==> config.mk <==
export PLATFORM = sky130hd
export DESIGN_NAME = serial_bit_source
export DESIGN_NICKNAME = d
export VERILOG_FILES = /design/src/rtl/serial_bit_source.sv
export SDC_FILE = /design/constraint.sdc
export NUM_CORES = 1
export LEC_CHECK = 0
export BUFFER_PORTS_ARGS = -buffer_cell sky130_fd_sc_hd__buf_2
export CAP_MARGIN = 20
export CELL_PAD_IN_SITES_DETAIL_PLACEMENT = 0
export CELL_PAD_IN_SITES_GLOBAL_PLACEMENT = 1
export CORE_ASPECT_RATIO = 0.7
export CORE_MARGIN = 2
export CORE_UTILIZATION = 39
export CTS_BUF_LIST = sky130_fd_sc_hd__clkbuf_16
export CTS_CLUSTER_SIZE = 20
export DETAILED_ROUTE_END_ITERATION = 8
export PLACE_DENSITY_LB_ADDON = 0.05
export SYNTH_ARGS = -nofsm -noshare
export SYNTH_HDL_FRONTEND = slang
export SYNTH_SLANG_ARGS = --single-unit
==> constraint.sdc <==
create_clock -name clk -period 1.54 [get_ports clk]
set_input_delay 0.077 -clock clk [delete_from_list [all_inputs] [get_ports clk]]
set_output_delay 0.077 -clock clk [all_outputs]
set_load 0.005 [all_outputs]
==> src/rtl/serial_bit_source.sv <==
// Parallel-to-serial source: WIDTH-bit words in over valid/ready, one bit per clock out, LSB first.
// Define SERIAL_BIT_SOURCE_PARITY_EN to append an even-parity bit after every word.
module serial_bit_source #(
    parameter int WIDTH = 8
) (
    input  logic             clk,
    input  logic             rst,
    input  logic             in_valid,
    output logic             in_ready,
    input  logic [WIDTH-1:0] in_data,
    output logic             out,
    output logic             out_valid,
    output logic             done,
    output logic [1:0]       dbg_state
);

    localparam int CNT_W = $clog2(WIDTH + 1);
    localparam logic [CNT_W-1:0] LAST_CNT = CNT_W'(WIDTH - 1);

`ifdef SERIAL_BIT_SOURCE_PARITY_EN
    typedef enum logic [1:0] {IDLE = 2'd0, SHIFT = 2'd1, PARITY = 2'd2} state_t;
`else
    typedef enum logic [1:0] {IDLE = 2'd0, SHIFT = 2'd1} state_t;
`endif

    // Handshake: a word transfers on a rising edge where in_valid && in_ready.
    // in_ready depends only on registered state, never on in_valid.
    state_t           state_q, state_d;
    logic [WIDTH-1:0] sr_q, sr_d;
    logic [CNT_W-1:0] cnt_q, cnt_d;
    logic             last_bit;
    logic             accept;
`ifdef SERIAL_BIT_SOURCE_PARITY_EN
    logic             par_q, par_d;
`endif

    assign dbg_state = state_q;
    assign last_bit  = (state_q == SHIFT) && (cnt_q == LAST_CNT);

    always_comb begin
        out       = 1'b0;
        out_valid = 1'b0;
        done      = 1'b0;
        case (state_q)
            SHIFT: begin
                out       = sr_q[0];
                out_valid = 1'b1;
`ifndef SERIAL_BIT_SOURCE_PARITY_EN
                done      = last_bit;
`endif
            end
`ifdef SERIAL_BIT_SOURCE_PARITY_EN
            PARITY: begin
                out       = par_q;
                out_valid = 1'b1;
                done      = 1'b1;
            end
`endif
            default: ;
        endcase
    end

    assign in_ready = (state_q == IDLE) || done;
    assign accept   = in_valid && in_ready;

    always_comb begin
        state_d = state_q;
        sr_d    = sr_q;
        cnt_d   = cnt_q;
`ifdef SERIAL_BIT_SOURCE_PARITY_EN
        par_d   = par_q;
`endif
        if (state_q == SHIFT) begin
            sr_d  = sr_q >> 1;
            cnt_d = cnt_q + CNT_W'(1);
            if (last_bit) begin
`ifdef SERIAL_BIT_SOURCE_PARITY_EN
                state_d = PARITY;
`else
                state_d = IDLE;
`endif
            end
        end
`ifdef SERIAL_BIT_SOURCE_PARITY_EN
        if (state_q == PARITY) begin
            state_d = IDLE;
        end
`endif
        // A word accepted in the done cycle overrides the return to IDLE: no gap.
        if (accept) begin
            state_d = SHIFT;
            sr_d    = in_data;
            cnt_d   = '0;
`ifdef SERIAL_BIT_SOURCE_PARITY_EN
            par_d   = ^in_data;
`endif
        end
    end

    always_ff @(posedge clk or posedge rst) begin
        if (rst) begin
            state_q <= IDLE;
            sr_q    <= '0;
            cnt_q   <= '0;
`ifdef SERIAL_BIT_SOURCE_PARITY_EN
            par_q   <= 1'b0;
`endif
        end else begin
            state_q <= state_d;
            sr_q    <= sr_d;
            cnt_q   <= cnt_d;
`ifdef SERIAL_BIT_SOURCE_PARITY_EN
            par_q   <= par_d;
`endif
        end
    end

endmodule

==> run_results.csv, run 1 <==
group,metric,value,unit
status,status,"complete, no violations",
grt,grt_use_total,14.9,%
setup_path,crit_type,"reg2out",
setup_path,crit_buf_inv,1,
placement,gp_congestion,0.746,
yosys,synth_edf_count,0,
cells_and_area,stdcell_count,104,
clocking,clock-sinks,13,
setup_path,crit_family,"flip-flops",
clocking,cts_made_buffers,3,
placement,dp_cells,99,
route,avgViaCountPerCell,5.21,
yosys,syn_nets,79,
grt,antenna_found_initial,0,
clocking,clock_latency,0.24,ns
setup_path,r2r_start,"cnt_q[0]$_DFFE_PP0P_",
floorplanning,die_w,55.7,µm
grt,grt_pass1_vias,460,
cells_and_area,syn_to_final_growth,20.9,%
sta,period_needed,1.44,ns
yosys,ys_ff_latch,13,
min_path,worstHoldStart,"in_data[7]",
yosys,syn-instance-count,67,
setup_path,worstPathMaxFanout,5,
sta,skew,0.000769,ns
cells_and_area,final_nets,95,
placement,port_buffers,15,
route,drtIter0Drc,16,
cells_and_area,antenna_cells,0,
sta,fmax,0.692,GHz
setup_path,r2r_slack,0.12,ns
flow_run,maxCapViolCount,0,
placement,hpwl,1.02,mm
power_and_ir_drop,powerDensity,1840,nW/µm²
power_and_ir_drop,cellLeakagePower,0.436,nW
power_and_ir_drop,ir_drop,0.934,mV
clocking,cts_resized,0,
floorplanning,initial_core_util,40.4,%
sta,slew_violations,0,
setup_path,crit_path_top_delay_cell,"dfrtp_1",
setup_path,cp.required,1.46,ns
route,ant_nets,0,
clocking,clk_pin_slew_worst_paths,0.04,ns
floorplanning,die_h,40.2,µm
route,routed_wl,1.43,mm
route,dr_total_vias,542,
cells_and_area,num-fill-cells,161,
min_path,min_path_cells,3,
yosys,yosys_warnings,0,
setup_path,cp-end-kind,"output pin",
setup_path,r2r-end,"sr_q[3]$_DFFE_PP0P_",
sta,setup_tns,0,ns
min_path,hp-class,"in2reg",
sta,timing.slew.headroom,66.4,%
sta,finalCritPeriodShare,93.8,%
route,wl_per_cell,13.8,µm
yosys,syn_area,729,µm²
cells_and_area,drive_above_1_share,37.8,%
setup_path,max_stage_delay,0.40,ns
setup_path,cp_data_arrival_time,1.37,ns
grt,grt_max_degree,15,
sta,worstMarginPinSlew,0.503,ns
yosys,synth.avg_cell_area,10.9,µm²
route,drc,0,
yosys,ys_seq_area_share,44.6,%
sta,rsz0062_at_grt,"false",
sta,hold_violations,0,
yosys,synth_ff_type,"dfrtp_1",
floorplanning,pin_count,17,
grt,overflow,0,
route,first_pass_iters,3,
floorplanning,die-area,2240,µm²
yosys,async_reset_ff_share,100,%
sta,setup_viol,0,
setup_path,path_cells,"ha_1, nand3b_1, nand2_1, buf_2",
floorplanning,core_area,1810,µm²
clocking,cts_tree,"done",
clocking,htreeDepth,1,
clocking,cts_buffer_depth,2,
floorplanning,placementRows,13,
setup_path,reg2reg_depth,4,
yosys,ys_types,25,
clocking,cts_root_buffer,"clkbuf_16",
setup_path,start_kind,"register",
grt,grt_first_pass_wirelength,2.30,mm
min_path,min_to,"sr_q[7]$_DFFE_PP0P_",
## through the flow
step           worst slack, ns  total power, W  hold slack [ns]  instance area (µm²)  utilization, %
3_3_place_gp             0.128         0.00115            0.142                  793            43.9
4_1_cts                 0.0764         0.00165            0.105                  882            48.9
2_1_floorplan            0.249         0.00102          -0.0460                  729               -
5_1_grt                 0.0251         0.00175            0.107                  882            48.9
6_report                0.0952         0.00162            0.110                  882            48.9
3_5_place_dp             0.121         0.00115            0.137                  793            43.9
## final cells by class
cell class / count / area (µm²) / area share, %
Clock inverter: 1 / 3.75 / 0.426
Inverter: 2 / 7.51 / 0.851
Clock buffer: 3 / 75.1 / 8.51
Sequential cell: 13 / 325 / 36.9
Tap cell: 22 / 27.5 / 3.12
Timing Repair Buffer: 16 / 85.1 / 9.65
Multi-Input combinational cell: 47 / 358 / 40.6
## sequential cells by signal, summed over array words and instances (netlist names)
| name | cells |
|---|---|
| cnt_q | 4 |
| sr_q | 8 |
| dbg_state | 1 |
## worst register-to-register path, cell delays in order (launching register included)
cell,delay (ns)
dfrtp_1,0.40
ha_1,0.29
nand4b_4,0.18
nand2_2,0.14
o221a_2,0.29
## how the worst max path moves through the flow
stage / startpoint / end / slack, ns / depth (start not counted)
floorplan: cnt_q[0]$_DFFE_PP0P_ / sr_q[0]$_DFFE_PP0P_ / 0.25 / 4
global placement: cnt_q[0]$_DFFE_PP0P_ / sr_q[3]$_DFFE_PP0P_ / 0.13 / 4
detailed placement: cnt_q[0]$_DFFE_PP0P_ / sr_q[3]$_DFFE_PP0P_ / 0.12 / 4
CTS: cnt_q[0]$_DFFE_PP0P_ / in_ready / 0.08 / 4
global route: cnt_q[0]$_DFFE_PP0P_ / in_ready / 0.03 / 4
finish: cnt_q[0]$_DFFE_PP0P_ / in_ready / 0.1 / 4
## where the power goes
group / internal, W / switching [W]
combinational: 0.000296 / 0.000225
clock: 0.000342 / 0.000145
sequential: 0.000488 / 0.000128
total: 0.00113 / 0.000497
## cell families (layout without fill, tap and decap cells)
logic type,count (synthesis),in the layout,share of synthesized area [%]
flip-flops,13,13,44.6
adder cells (fa/ha/maj),1,1,1.71
buffers and inverters,7,22,6.34
multiplexers,8,8,11.0
other,1,1,0.514
AO/OA/AOI/OAI,15,15,18.7
AND/OR/NAND/NOR,22,22,17.2
## synth_stat cells (2+ instances only)
cell type	number	area, µm²
nand2_1	12	45.0
buf_4	3	22.5
mux2i_1	8	80.1
o221a_2	7	78.8
o21ai_0	4	20.0
nor2_1	2	7.51
dfrtp_1	13	325
## routing by layer
layer / global-route usage [%] / vias up / wire, µm
li1: - / 271 / -
met1: 18.4 / 258 / 723
met2: 21.4 / 11 / 614
met3: 8.39 / 2 / 87
met4: 7.32 / 0 / 5
met5: 0 / - / 0
## timing repair
action | in CTS | in global routing
hold buffers | 1 | 0
buffers inserted | 0 | 0
endpoints found under the hold margin | 13 | 0
## cells in the final DEF, fill, tap and decap left out, drive strengths merged
master,netlist,routed
dfrtp,13,13
buf,5,15
nand2,13,13
nor2,2,2
nand4b,1,1
o221a,7,7
nand3,2,2
clkbuf,0,3
and2b,1,1
a2111oi,1,1
inv,2,3
and2,1,1
mux2i,8,8
o22ai,1,1
a21o,2,2
nand3b,1,1
nand2b,1,1
ha,1,1
o21ai,4,4
conb,1,1
dlygate4sd3,0,1
No activity file was read; power rests on OpenSTA's default activity.
==> inputs of run 2 (changes only) <==
--- a/config.mk
+++ b/config.mk
@@ -12,9 +12,10 @@
 export CORE_ASPECT_RATIO = 0.7
 export CORE_MARGIN = 2
 export CORE_UTILIZATION = 39
-export CTS_BUF_LIST = sky130_fd_sc_hd__clkbuf_16
+export CTS_CLUSTER_DIAMETER = 80
 export CTS_CLUSTER_SIZE = 20
 export DETAILED_ROUTE_END_ITERATION = 8
+export MAX_ROUTING_LAYER = met4
 export PLACE_DENSITY_LB_ADDON = 0.05
 export SYNTH_ARGS = -nofsm -noshare
 export SYNTH_HDL_FRONTEND = slang
==> run 2 against run 1 <==
Against the previous run:
- setup slack gained 0.0081 ns
- register-to-register slack gained 0.07 ns
- power shrank 17%
- core utilization shrank 2.8 points
- non-clock buffer count is the same
- die area is the same
- fmax grew 0.57%
- critical path depth is the same
- design area shrank 5.7%
- via count grew 0.37%
- clock-buffer cell count grew 1
- critical endpoint unchanged
- largest cell class unchanged
==> run_results.csv, run 2 (synthesized netlist as in run 1, its figures left out) <==
group,metric,value,unit
status,status,"complete, no violations",
route,drc,0,
route,avgViaCountPerCell,5.23,
power_and_ir_drop,ir_drop,0.785,mV
sta,rsz0062_at_grt,"false",
cells_and_area,drive_above_1_share,39.0,%
sta,timing.slew.headroom,66.2,%
power_and_ir_drop,p_comb_share,38.8,%
cells_and_area,antenna_cells,0,
cells_and_area,syn_to_final_growth,14.1,%
setup_path,crit_buf_inv,1,
setup_path,cp-end-kind,"output pin",
sta,hold_violations,0,
sta,finalCritPeriodShare,93.3,%
setup_path,start_kind,"register",
route,dr_total_vias,544,
power_and_ir_drop,cellInternalPower,0.000887,W
grt,antenna_found_initial,0,
grt,grt_pass1_vias,465,
grt,grt_use_total,14.7,%
sta,skew,0.00131,ns
floorplanning,die_h,40.2,µm
sta,fin_ws,0.103,ns
sta,slew_violations,0,
floorplanning,die_w,55.7,µm
power_and_ir_drop,power_switching,0.000469,W
clocking,clock-sinks,13,
placement,gp_congestion,0.755,
setup_path,crit_family,"flip-flops",
clocking,htreeDepth,1,
placement,port_buffers,15,
power_and_ir_drop,powerDensity,1630,nW/µm²
route,wl_per_cell,13.5,µm
sta,setup_viol,0,
floorplanning,placementRows,13,
sta,setup_tns,0,ns
setup_path,cp.required,1.46,ns
grt,grt_first_pass_wirelength,2.28,mm
cells_and_area,final_nets,95,
cells_and_area,largest_reg_flops,8,
clocking,cts_root_buffer,"clkbuf_4",
power_and_ir_drop,total_power,0.00136,W
clocking,postCtsSetupRepairBufs,0,
floorplanning,core_area,1810,µm²
clocking,cts_made_buffers,3,
setup_path,cp_data_arrival_time,1.36,ns
setup_path,crit_type,"reg2out",
setup_path,worstPathMaxFanout,5,
placement,hpwl,1.02,mm
min_path,hp-class,"in2reg",
route,drtIter0Drc,10,
setup_path,max_stage_delay,0.40,ns
clocking,clock_latency,0.28,ns
setup_path,crit_path_top_delay_cell,"dfrtp_1",
flow_run,maxCapViolCount,0,
floorplanning,initial_core_util,40.4,%
power_and_ir_drop,power_frac_seq,45.3,%
setup_path,path_cells,"ha_2, nand3b_1, nand2_1, buf_2",
placement,dp_slack,0.121,ns
floorplanning,die-area,2240,µm²
sta,fmax,0.696,GHz
sta,period_needed,1.44,ns
cells_and_area,top_register,"sr_q",
grt,grt_max_degree,15,
route,routed_wl,1.40,mm
sta,worstMarginPinSlew,0.506,ns
cells_and_area,layout_common_cells,"buf_2 (15), dfrtp_1 (13), nand2_1 (12)",
route,first_pass_iters,4,
clocking,cts_buffer_depth,2,
power_and_ir_drop,sw_frac_of_total,34.6,%
clocking,clk_pin_slew_worst_paths,0.08,ns
power_and_ir_drop,pwr-share-clk,15.9,%
floorplanning,pin_count,17,
cells_and_area,final_core_util,46.1,%
cells_and_area,layout.cells.most_common,"buf_2",
power_and_ir_drop,cellLeakagePower,0.407,nW
grt,overflow,0,
clocking,cts_tree,"done",
route,ant_nets,0,
==> run 2: per-stage QoR <==
stage / cell area (µm²) / hold WS [ns] / std cells
after global routing: 832 / 0.0552 / 104
after global placement: 793 / 0.142 / 99
after CTS: 830 / 0.0590 / 104
final: 832 / 0.0646 / 104
after floorplan: 729 / -0.0460 / 67
after detailed placement: 793 / 0.137 / 99
==> run 2: timing repair <==
action | 4_1_cts | 5_1_grt
endpoints found under the hold margin | 13 | 0
hold buffers | 1 | 0
gates resized for setup | 0 | 1
endpoints found under the setup margin | 0 | 2
==> run 2: area by class of cell <==
class / count / area (µm²)
fillers: 171 / 973
flip-flops and latches: 13 / 325
clock buffers: 4 / 26.3
multi-input cells: 47 / 360
repair buffers: 16 / 85.1
inverters: 2 / 7.51
well taps: 22 / 27.5
==> run 2: worst paths after layout <==
kind	slack, ns	end	from	depth (start not counted)
worst min-delay path	0.06	sr_q[7]$_DFFE_PP0P_	in_data[7]	3
worst min register to register	0.55	sr_q[6]$_DFFE_PP0P_	sr_q[7]$_DFFE_PP0P_	1
worst max-delay path	0.10	in_ready	cnt_q[0]$_DFFE_PP0P_	4
max in group asynchronous	0.84	cnt_q[1]$_DFFE_PP0P_	rst	3
worst max register to register	0.19	sr_q[3]$_DFFE_PP0P_	cnt_q[0]$_DFFE_PP0P_	4
min in group asynchronous	0.37	sr_q[4]$_DFFE_PP0P_	rst	3
==> run 2: power by group through the flow <==
stage	Sequential, W	Combinational, W	Clock (W)
floorplan	0.000578	0.000442	0
global placement	0.000624	0.000528	0
detailed placement	0.000621	0.000530	0
CTS	0.000615	0.000531	0.000222
global route	0.000642	0.000600	0.000235
finish	0.000614	0.000526	0.000215
==> run 2: per-layer routing <==
metal | global-route usage (%) | wire (µm)
met5 | - | 0
met3 | 7.42 | 87
met1 | 18.4 | 711
met4 | 3.66 | 11
met2 | 21.4 | 590
==> run 2: tightest hold or removal path, cell delays in order <==
cell and delay, ns:
buf_2 0.10, nand2_1 0.06, o22ai_1 0.07
==> inputs of run 3 (changes only) <==
--- a/config.mk
+++ b/config.mk
@@ -17,6 +17,7 @@
 export DETAILED_ROUTE_END_ITERATION = 8
 export MAX_ROUTING_LAYER = met4
 export PLACE_DENSITY_LB_ADDON = 0.05
+export REMOVE_ABC_BUFFERS = 1
 export SYNTH_ARGS = -nofsm -noshare
 export SYNTH_HDL_FRONTEND = slang
 export SYNTH_SLANG_ARGS = --single-unit
==> run 3 against run 2 <==
Against the previous run:
- clock skew up 0.0040 ns
- global-route usage about the same
- register-to-register slack worse by 0.03 ns
- core utilization unchanged
- hold slack better by 0.0036 ns
- critical endpoint unchanged
==> run_results.csv, run 3 (synthesized netlist as in run 1, its figures left out) <==
group,metric,value,unit
status,status,"complete, no violations",
cells_and_area,layout.cells.most_common,"buf_2",
sta,finalCritPeriodShare,91.9,%
setup_path,path_cells,"ha_2, nand3b_1, nand2_1, buf_2",
setup_path,crit_start,"cnt_q[1]$_DFFE_PP0P_",
grt,antenna_found_initial,0,
cells_and_area,syn_to_final_growth,14.1,%
setup_path,crit_buf_inv,1,
sta,period_needed,1.41,ns
cells_and_area,final_core_util,46.1,%
route,drtIter0Drc,14,
placement,gp_congestion,0.720,
sta,skew,0.00532,ns
floorplanning,placementRows,13,
power_and_ir_drop,powerDensity,1640,nW/µm²
cells_and_area,layout_common_cells,"buf_2 (15), dfrtp_1 (13), nand2_1 (12)",
route,routed_wl,1.44,mm
clocking,postCtsSetupRepairBufs,0,
placement,hpwl,1.01,mm
cells_and_area,num-fill-cells,181,
floorplanning,initial_core_util,40.4,%
route,wl_per_cell,13.9,µm
placement,dp_cells,99,
setup_path,crit_path_top_delay_cell,"dfrtp_1",
min_path,hp-class,"in2reg",
sta,slew_violations,0,
floorplanning,die_h,40.2,µm
floorplanning,die_w,55.7,µm
setup_path,r2r_slack,0.16,ns
sta,timing.slew.headroom,65.6,%
setup_path,r2r-end,"sr_q[6]$_DFFE_PP0P_",
cells_and_area,stdcell_count,104,
clocking,htreeDepth,1,
cells_and_area,drive_above_1_share,39.0,%
power_and_ir_drop,ir_drop,0.980,mV
setup_path,crit_family,"flip-flops",
power_and_ir_drop,cellLeakagePower,0.407,nW
cells_and_area,antenna_cells,0,
grt,grt_first_pass_wirelength,2.27,mm
sta,rsz0062_at_grt,"false",
setup_path,start_kind,"register",
route,ant_nets,0,
setup_path,crit_type,"reg2out",
clocking,cts_tree,"done",
flow_run,maxCapViolCount,0,
route,first_pass_iters,4,
placement,dp_slack,0.109,ns
setup_path,max_stage_delay,0.40,ns
setup_path,crit_path_end,"in_ready",
sta,fmax,0.707,GHz
cells_and_area,final_nets,95,
placement,port_buffers,15,
sta,setup_viol,0,
clocking,cts_root_buffer,"clkbuf_4",
grt,overflow,0,
grt,grt_max_degree,15,
setup_path,cp-end-kind,"output pin",
sta,setup_tns,0,ns
route,avgViaCountPerCell,5.29,
clocking,cts_made_buffers,3,
grt,grt_pass1_vias,466,
floorplanning,pin_count,17,
setup_path,reg2reg_depth,4,
setup_path,path_depth,4,
clocking,clock_latency,0.28,ns
sta,hold_violations,0,
sta,worstMarginPinSlew,0.515,ns
clocking,cts_buffer_depth,2,
route,drc,0,
floorplanning,core_area,1810,µm²
grt,grt_use_total,14.8,%
setup_path,worstPathMaxFanout,5,
setup_path,r2r_start,"cnt_q[0]$_DFFE_PP0P_",
clocking,clock-sinks,13,
route,dr_total_vias,550,
clocking,clk_pin_slew_worst_paths,0.08,ns
floorplanning,die-area,2240,µm²
cells_and_area,top_register,"sr_q",
setup_path,cp_data_arrival_time,1.34,ns
setup_path,cp.required,1.46,ns
cells_and_area,largest_reg_flops,8,
sta,fin_ws,0.125,ns
run 3: cell counts in the layout (fill, tap and decap cells not counted):
Identical to the previous run, type by type.
run 3: area by class of cell:
cell class	count	area [µm²]	area share (%)
Inverter	2	7.51	0.902
Sequential cell	13	325	39.1
Tap cell	22	27.5	3.31
Timing Repair Buffer	16	85.1	10.2
Clock buffer	4	26.3	3.16
Multi-Input combinational cell	47	360	43.3
run 3: per-layer routing:
metal  GRT usage (%)  part of all wire [%]
met5               -                     0
met1            19.6                    54
met2            20.2                    40
met3            6.77                   5.2
met4            3.66                     0
run 3: metrics by stage:
step	cell area, µm²	power, W	hold WS (ns)
5_1_grt	832	0.00147	0.0582
4_1_cts	830	0.00138	0.0608
3_3_place_gp	793	0.00115	0.139
6_report	832	0.00137	0.0681
3_5_place_dp	793	0.00115	0.137
2_1_floorplan	691	0.000994	-0.0460
run 3: worst min-delay path by stage:
stage	start	end	slack, ns	depth (start not counted)
after floorplan	rst	cnt_q[0]$_DFFE_PP0P_	-0.05	1
after global placement	rst	sr_q[3]$_DFFE_PP0P_	0.14	2
after detailed placement	rst	sr_q[3]$_DFFE_PP0P_	0.14	2
after CTS	in_data[7]	sr_q[7]$_DFFE_PP0P_	0.06	3
after global routing	in_data[7]	sr_q[7]$_DFFE_PP0P_	0.06	3
final	in_data[7]	sr_q[7]$_DFFE_PP0P_	0.07	3
run 3: report_power, final:
group          switching, W  internal, W  leakage, nW
combinational      0.000229     0.000300        0.231
clock              0.000116     0.000100       0.0150
sequential         0.000136     0.000485        0.161
total              0.000481     0.000886        0.407
run 3: worst register-to-register path: cells and delay by family (launching register included):
kind | cells | cell delay (ns)
adders and majority gates | 1 | 0.24
and+or+nand+nor | 2 | 0.31
DFF | 1 | 0.42
AOI/OAI and AO/OA | 1 | 0.30
run 3: repair_timing:
item,4_1_cts,5_1_grt
endpoints found under the setup margin,0,2
hold buffers,1,0
hold endpoints to repair,13,0
resized for setup,0,1
